### config.mk
export PLATFORM = sky130hd
export DESIGN_NAME = memory_fill_unit
export DESIGN_NICKNAME = d
export VERILOG_FILES = /design/src/rtl/fill_pkg.sv /design/src/rtl/lfsr16.sv /design/src/rtl/memory_fill_unit.sv
export SDC_FILE = /design/constraint.sdc
export NUM_CORES = 1
export LEC_CHECK = 0
export ABC_AREA = 1
export CORE_UTILIZATION = 29
export CTS_BUF_LIST = sky130_fd_sc_hd__clkbuf_4
export CTS_CLUSTER_DIAMETER = 200
export CTS_CLUSTER_SIZE = 20
export DETAILED_ROUTE_END_ITERATION = 10
export GPL_TIMING_DRIVEN = 0
export HOLD_SLACK_MARGIN = 0.06
export PLACE_DENSITY_LB_ADDON = 0.15
export SYNTH_ARGS = -nofsm -noshare
export SYNTH_HDL_FRONTEND = slang
export SYNTH_SLANG_ARGS = --single-unit
### constraint.sdc
create_clock -name clock -period 2.35 [get_ports clock]
set_input_delay 0.47 -clock clock [delete_from_list [all_inputs] [get_ports clock]]
set_output_delay 0.47 -clock clock [all_outputs]
set_load 0.005 [all_outputs]
### src/rtl/fill_pkg.sv
// Shared definitions for the memory fill unit: FSM states, source modes,
// fill depth, word width and LFSR constants.
package fill_pkg;

    localparam int unsigned DEPTH  = 512;
    localparam int unsigned DATA_W = 16;

    localparam logic [15:0] LFSR_TAPS         = 16'hB400;
    localparam logic [15:0] LFSR_SEED_DEFAULT = 16'h0001;

    typedef enum logic [1:0] {
        S_IDLE,
        S_FILL,
        S_HANDOFF,
        S_DONE
    } state_t;

    typedef enum logic {
        MODE_STREAM = 1'b0,
        MODE_LFSR   = 1'b1
    } mode_t;

endpackage

### src/rtl/lfsr16.sv
// 16-bit Galois LFSR used as the pattern source of the fill unit.
// Ports:
//   clock, reset : rising-edge clock, asynchronous active-high reset
//   load         : load seed (a zero seed is replaced by LFSR_SEED_DEFAULT)
//   enable       : advance one step
//   seed         : value loaded on load
//   value        : current LFSR state
module lfsr16 #(
    parameter logic [15:0] TAPS = 16'hB400
) (
    input  logic        clock,
    input  logic        reset,
    input  logic        load,
    input  logic        enable,
    input  logic [15:0] seed,
    output logic [15:0] value
);
    import fill_pkg::*;

    always_ff @(posedge clock or posedge reset) begin
        if (reset) begin
            value <= LFSR_SEED_DEFAULT;
        end else if (load) begin
            // All-zero is the lock-up state of the LFSR, never load it
            value <= (seed == '0) ? LFSR_SEED_DEFAULT : seed;
        end else if (enable) begin
            value <= (value >> 1) ^ (value[0] ? TAPS : '0);
        end
    end

endmodule

### src/rtl/memory_fill_unit.sv
// Writer side of the data RAM shared with the run-search unit. Fills
// addresses 0..DEPTH-1 from a valid/ready stream or the LFSR pattern, then
// raises search_start and holds it until start drops.
// Ports:
//   clock, reset   : rising-edge clock, asynchronous active-high reset
//   start          : level; high runs fill/handoff, low aborts to IDLE
//   mode, seed     : source select and LFSR seed, sampled in IDLE only
//   in_data/in_valid/in_ready : input stream handshake
//   write_enable/address/write_data : registered RAM write port
//   word_count     : words written since leaving IDLE
//   fill_done      : all DEPTH words written
//   search_start   : start level to the search unit
//   search_done    : completion from the search unit
module memory_fill_unit #(
    parameter int unsigned DEPTH     = fill_pkg::DEPTH,
    parameter int unsigned DATA_W    = fill_pkg::DATA_W,
    parameter logic [15:0] LFSR_TAPS = fill_pkg::LFSR_TAPS
) (
    input  logic                         clock,
    input  logic                         reset,
    input  logic                         start,
    input  logic                         mode,
    input  logic [15:0]                  seed,
    input  logic [DATA_W-1:0]            in_data,
    input  logic                         in_valid,
    output logic                         in_ready,
    output logic                         write_enable,
    output logic [$clog2(DEPTH)-1:0]     address,
    output logic [DATA_W-1:0]            write_data,
    output logic [$clog2(DEPTH+1)-1:0]   word_count,
    output logic                         fill_done,
    output logic                         search_start,
    input  logic                         search_done
);
    import fill_pkg::*;

    localparam int unsigned ADDR_W = $clog2(DEPTH);
    localparam int unsigned CNT_W  = $clog2(DEPTH + 1);
    localparam logic [CNT_W-1:0] FULL = CNT_W'(DEPTH);

    state_t              state, state_n;
    mode_t               mode_q, mode_n;
    logic [CNT_W-1:0]    count_n;
    logic [ADDR_W-1:0]   address_n;
    logic [DATA_W-1:0]   write_data_n;
    logic                write_enable_n, in_ready_n, fill_done_n, search_start_n;
    logic                lfsr_load, lfsr_step, take;
    logic [15:0]         lfsr_value;

    lfsr16 #(.TAPS(LFSR_TAPS)) u_lfsr (
        .clock  (clock),
        .reset  (reset),
        .load   (lfsr_load),
        .enable (lfsr_step),
        .seed   (seed),
        .value  (lfsr_value)
    );

    always_ff @(posedge clock or posedge reset) begin
        if (reset) begin
            state        <= S_IDLE;
            mode_q       <= MODE_STREAM;
            word_count   <= '0;
            write_enable <= 1'b0;
            address      <= '0;
            write_data   <= '0;
            in_ready     <= 1'b0;
            fill_done    <= 1'b0;
            search_start <= 1'b0;
        end else begin
            state        <= state_n;
            mode_q       <= mode_n;
            word_count   <= count_n;
            write_enable <= write_enable_n;
            address      <= address_n;
            write_data   <= write_data_n;
            in_ready     <= in_ready_n;
            fill_done    <= fill_done_n;
            search_start <= search_start_n;
        end
    end

    // Pattern mode never stalls; stream mode relies on the registered
    // in_ready, which is already low once the count reaches DEPTH.
    assign take = (mode_q == MODE_LFSR) || (in_valid && in_ready);

    always_comb begin
        state_n        = state;
        mode_n         = mode_q;
        count_n        = word_count;
        address_n      = address;
        write_data_n   = write_data;
        write_enable_n = 1'b0;
        fill_done_n    = fill_done;
        search_start_n = search_start;
        lfsr_load      = 1'b0;
        lfsr_step      = 1'b0;

        if (!start) begin
            state_n        = S_IDLE;
            count_n        = '0;
            address_n      = '0;
            write_data_n   = '0;
            fill_done_n    = 1'b0;
            search_start_n = 1'b0;
        end else begin
            unique case (state)
                S_IDLE: begin
                    state_n   = S_FILL;
                    mode_n    = mode_t'(mode);
                    lfsr_load = 1'b1;
                    count_n   = '0;
                end
                S_FILL: begin
                    if (word_count == FULL) begin
                        state_n        = S_HANDOFF;
                        fill_done_n    = 1'b1;
                        search_start_n = 1'b1;
                    end else if (take) begin
                        write_enable_n = 1'b1;
                        address_n      = word_count[ADDR_W-1:0];
                        write_data_n   = (mode_q == MODE_LFSR) ? DATA_W'(lfsr_value) : in_data;
                        count_n        = word_count + CNT_W'(1);
                        lfsr_step      = (mode_q == MODE_LFSR);
                    end
                end
                S_HANDOFF: begin
                    if (search_done) state_n = S_DONE;
                end
                S_DONE: begin
                end
                default: state_n = S_IDLE;
            endcase
        end

        // Decoded from the next-state values so the handshake output stays registered
        in_ready_n = (state_n == S_FILL) && (mode_n == MODE_STREAM) && (count_n < FULL);
    end

endmodule
# Word-level counts from Yosys, hierarchy flattened
# Cells that the tools add are included.
# op_classes
addsub,1
n_reduce_logical,9
eq_ne,8
n_bitwise,2
order_cmp,1
muxes,36
# op_table
op,count
16-bit two-way mux,9
9-bit two-way mux,4
10-bit two-way mux,3
10-bit case mux with 2 select lines,1
16-bit logical NOT,1
15-bit by 16-bit XOR with 16-bit output,1
1-bit two-way mux,15
"10-bit by 1-bit adder with 10-bit output, second input constant",1
"10-bit equality test, second input constant",1
"10-bit less-than comparator, second input constant",1
2-bit two-way mux,3
"2-bit by 1-bit != test with 1-bit output, second input constant",3
2-bit case mux with 3 select lines,1
"2-bit by 1-bit equality test with 1-bit output, second input constant",2
1-bit logical AND,3
3-bit AND reduction,1
"2-bit equality test, second input constant",1
2-bit logical NOT,1
"2-bit != test, second input constant",1
2-bit AND reduction,1
2-bit nonzero test,1
1-bit logical OR,1
1-bit NOT,1
# word_totals
out_inout_bits,39
regBits,57
inputBits,38
word_cells,66

# Depth between registers and ports, before layout
# logic_depth
depth_word,8
mapped_depth,11
ltp_nobuf,11

# By module
# A second synthesis with hierarchy kept.
# unflattened
cells_unflattened,410
hier_area_um2,3100.5
# modules_own_cells
mod,instances,area_per_inst_um2,cells_per_inst
memory_fill_unit,1,2133.3,293
lfsr16,1,967.2,117

# Worst setup path before layout
# OpenSTA, ideal clock, no wires.
# synth_timing
path_kind,reg-to-reg
from,register word_count[0]
to,register word_count[0]
arrival_ns,1.394
stages_incl_launch_ff,11
setup_time_ns,0.132
required_time_ns,2.218
path_slack_ns,0.824
n_path_buf,0
cell_sequence,dfrtp_1 inv_1 ha_1 inv_1 nor2_1 nand2_1 inv_1 a21oi_1 nand2_2 nand3_1 o21ai_0
# synth_via
elab_chain_cells,5
word_cells_on_any_way,6
# synth_rtl
element,line_no,text
"start, declared",memory_fill_unit.sv:30,"output logic [$clog2(DEPTH+1)-1:0] word_count,"
"start signal, assigned",memory_fill_unit.sv:73,word_count <= count_n;
10-bit by 1-bit adder with 10-bit output,memory_fill_unit.sv:123,count_n = word_count + CNT_W'(1);
10-bit two-way mux,memory_fill_unit.sv:119,end else if (take) begin
10-bit two-way mux,memory_fill_unit.sv:115,if (word_count == FULL) begin
10-bit case mux with 2 select lines (*),memory_fill_unit.sv:107,unique case (state)
10-bit two-way mux (*),memory_fill_unit.sv:99,if (!start) begin
# Mark *: on every way between the ends. The rest lies on a longest branch, timed or not.
# A chain may end at the register's enable or synchronous reset.

# Final worst setup path
# layout_timing
from,register word_count[8]
to,output word_count[8]
# No word-level cell between the ends.

==> metrics.cfg <==
[grt]
grt_pass1_wl_um=16200
antenna_found_initial=0
grt.total_usage_pct=16.5
grt_max_degree=32
grt-busiest-layer=met2
met3_usage_pct=3.38
grt_overflow=0
grt_pass1_vias=3157
use_met2_pct=24.9
grtUsageMet1_pct=23.3

[clock_network]
cts.sinks=57
cts_setup_buffers=0
cts_buffer_depth=2
clk_latency_ps=410
cts_root_buf=clkbuf_4
cts_resized=0
numCtsBuffers=9
clk_pin_slew_ps=120
hold_buffers=0
h-tree-depth=3
cts_tree=built

[route]
drt-pass1-iter-count=7
routed_wl_um=9760
remaining_drc_errors=3
drtIter0Drc=160
wl_per_cell_um=14.1
ant_nets=0
vias=3269
viasPerCell=4.73

[setup_path]
slowest_delay_ps=560
regToRegSetupSlack_ps=520
critPathBufInv=1
cp_cell_sequence=clkdlybuf4s50_1
crit_family=buffers and inverters
r2r_end=word_count[6]
worstPathRequired_ps=1880
cp.arrival_ps=1470
slowest_stage=clkdlybuf4s50_1
endpoint_kind=output pin
rr_worst_depth=10
critPathMaxFanout=8
critPathLaunchType=flip-flop
regToRegStartpoint=word_count[0]
worstSetupPathType=flip-flop to output pin

[floorplanning]
rows=39
design.core.area_um2=11600
die_h_um=112
fp.dieW_um=112
dieArea_um2=12500
ioPinCount=77
start_util_pct=30.1

[pwr]
p_total_mw=2.75
power_density_nw_per_um2=598
ir_drop_mv=0.272
leakage_nw=2.22

[timing]
fmax_mhz=515
post-route-period-util_pct=82.6
max_slew_margin_pct=58.9
setup_ws_ps=409
rsz0062_at_grt=no
worstMarginPinSlew_ps=616
finalHoldViolations=0
setup_viol=0
clock_skew_ps=22.5
slew_violations=0
setup_tns_ps=0
period_minus_slack_ps=1940

[finish]
multi_input_area_um2=1580
num_antenna_cells=0
final_common_cell=nand2_1
layout.nets=583
layout_common_cells=nand2_1, clkdlybuf4s50_1, dfrtp_1
drive_gt1_share_pct=14.1
fin_cells=691
n_fill_cell=1229
areaGrowthSynthToFinish_pct=31.9
final_core_util_pct=39.7
seq_area_um2=1430

[yosys]
yosysSeqAreaShare_pct=41.0
avgSynthCellArea_um2=7.64
synth_edf_count=0
synth_top_flop_cell=dfrtp_1
synth_top_area_share_pct=40.2
yosysTopAreaCell=dfrtp_1
synth_cells=456
synth.distinct_cells=30
mappedNetlistArea_um2=3480
yosys_warnings=0
synth-seq-cells=57
synthTopCellsByArea=dfrtp_1, nand2_1, nand3_1
synth_nets=496
ys_async_sr_fraction_pct=100

[outcome]
violations=DRC
status=finished with violations

[flow_run]
drv_cap=0

[place]
place_congestion=0.803
pre_cts_slack_ps=276
hpwl_um=7410
io_buffer_count=75
placedCellCount=675

[hold_path]
worstHoldPathType=input pin to async pin

==> flip-flops by register name (all words and copies together) (netlist names) <==
name          cells
write_enable      1
state             2
in_ready          1
mode_q            1
word_count       10
u_lfsr.value     16
search_start      1
address           9
write_data       16
==> cell usage after synthesis, types with 2 or more instances <==
cell and n:
nand2_1 100, dfrtp_1 56, inv_1 55, nand3_1 55, nor2_1 41, nand4_1 29, o21ai_0 22, a211oi_1 15
o21ai_2 15, buf_6 12, clkbuf_1 9, buf_2 7, inv_2 6, buf_4 5, nand2_2 5, a21oi_1 4
xor2_1 4, ha_1 2, nor3_2 2, o21bai_1 2
==> power breakdown <==
part	switching [mW]	internal [mW]	total, mW
Clock	0.418	0.431	0.849
Combinational	0.387	0.329	0.716
Sequential	0.0787	1.10	1.18
==> per-layer routing <==
layer	vias up	wire, µm
met1	1504	4830
li1	1664	-
met4	0	120
met3	13	455
met5	-	0
met2	88	4350
==> stage by stage <==
stage / cell area [µm²] / hold WS (ps)
final: 4600 / 446
after floorplan: 3480 / 492
after detailed placement: 4430 / 492
after CTS: 4600 / 446
after global routing: 4600 / 506
after global placement: 4410 / 489
==> cell type report <==
class	instances	area share (%)
Sequential cell	57	31.1
Tap cell	143	3.89
Buffer	33	5.25
Clock inverter	7	2.07
Clock buffer	9	1.47
Timing Repair Buffer	76	16.8
Inverter	62	5.06
Multi-Input combinational cell	304	34.4
==> worst max path at each step <==
stage          depth (start not counted)           from             to
2_1_floorplan                          1          reset     address[0]
4_1_cts                                1  word_count[0]  word_count[0]
3_3_place_gp                           2          reset  word_count[6]
6_report                               1  word_count[8]  word_count[8]
5_1_grt                               10  word_count[0]  word_count[0]
3_5_place_dp                           6       in_valid  write_data[5]
==> logic make-up after synthesis <==
| kind of cell | Yosys count | synth area share [%] |
|---|---|---|
| compound gates | 60 | 11.8 |
| mux | 1 | 0.323 |
| xor+xnor | 4 | 1.01 |
| fa+ha+maj | 2 | 0.718 |
| buf+inv | 95 | 13.6 |
| flops | 57 | 41.0 |
| simple gates | 237 | 31.6 |
Power figures use the tool's default switching activity.
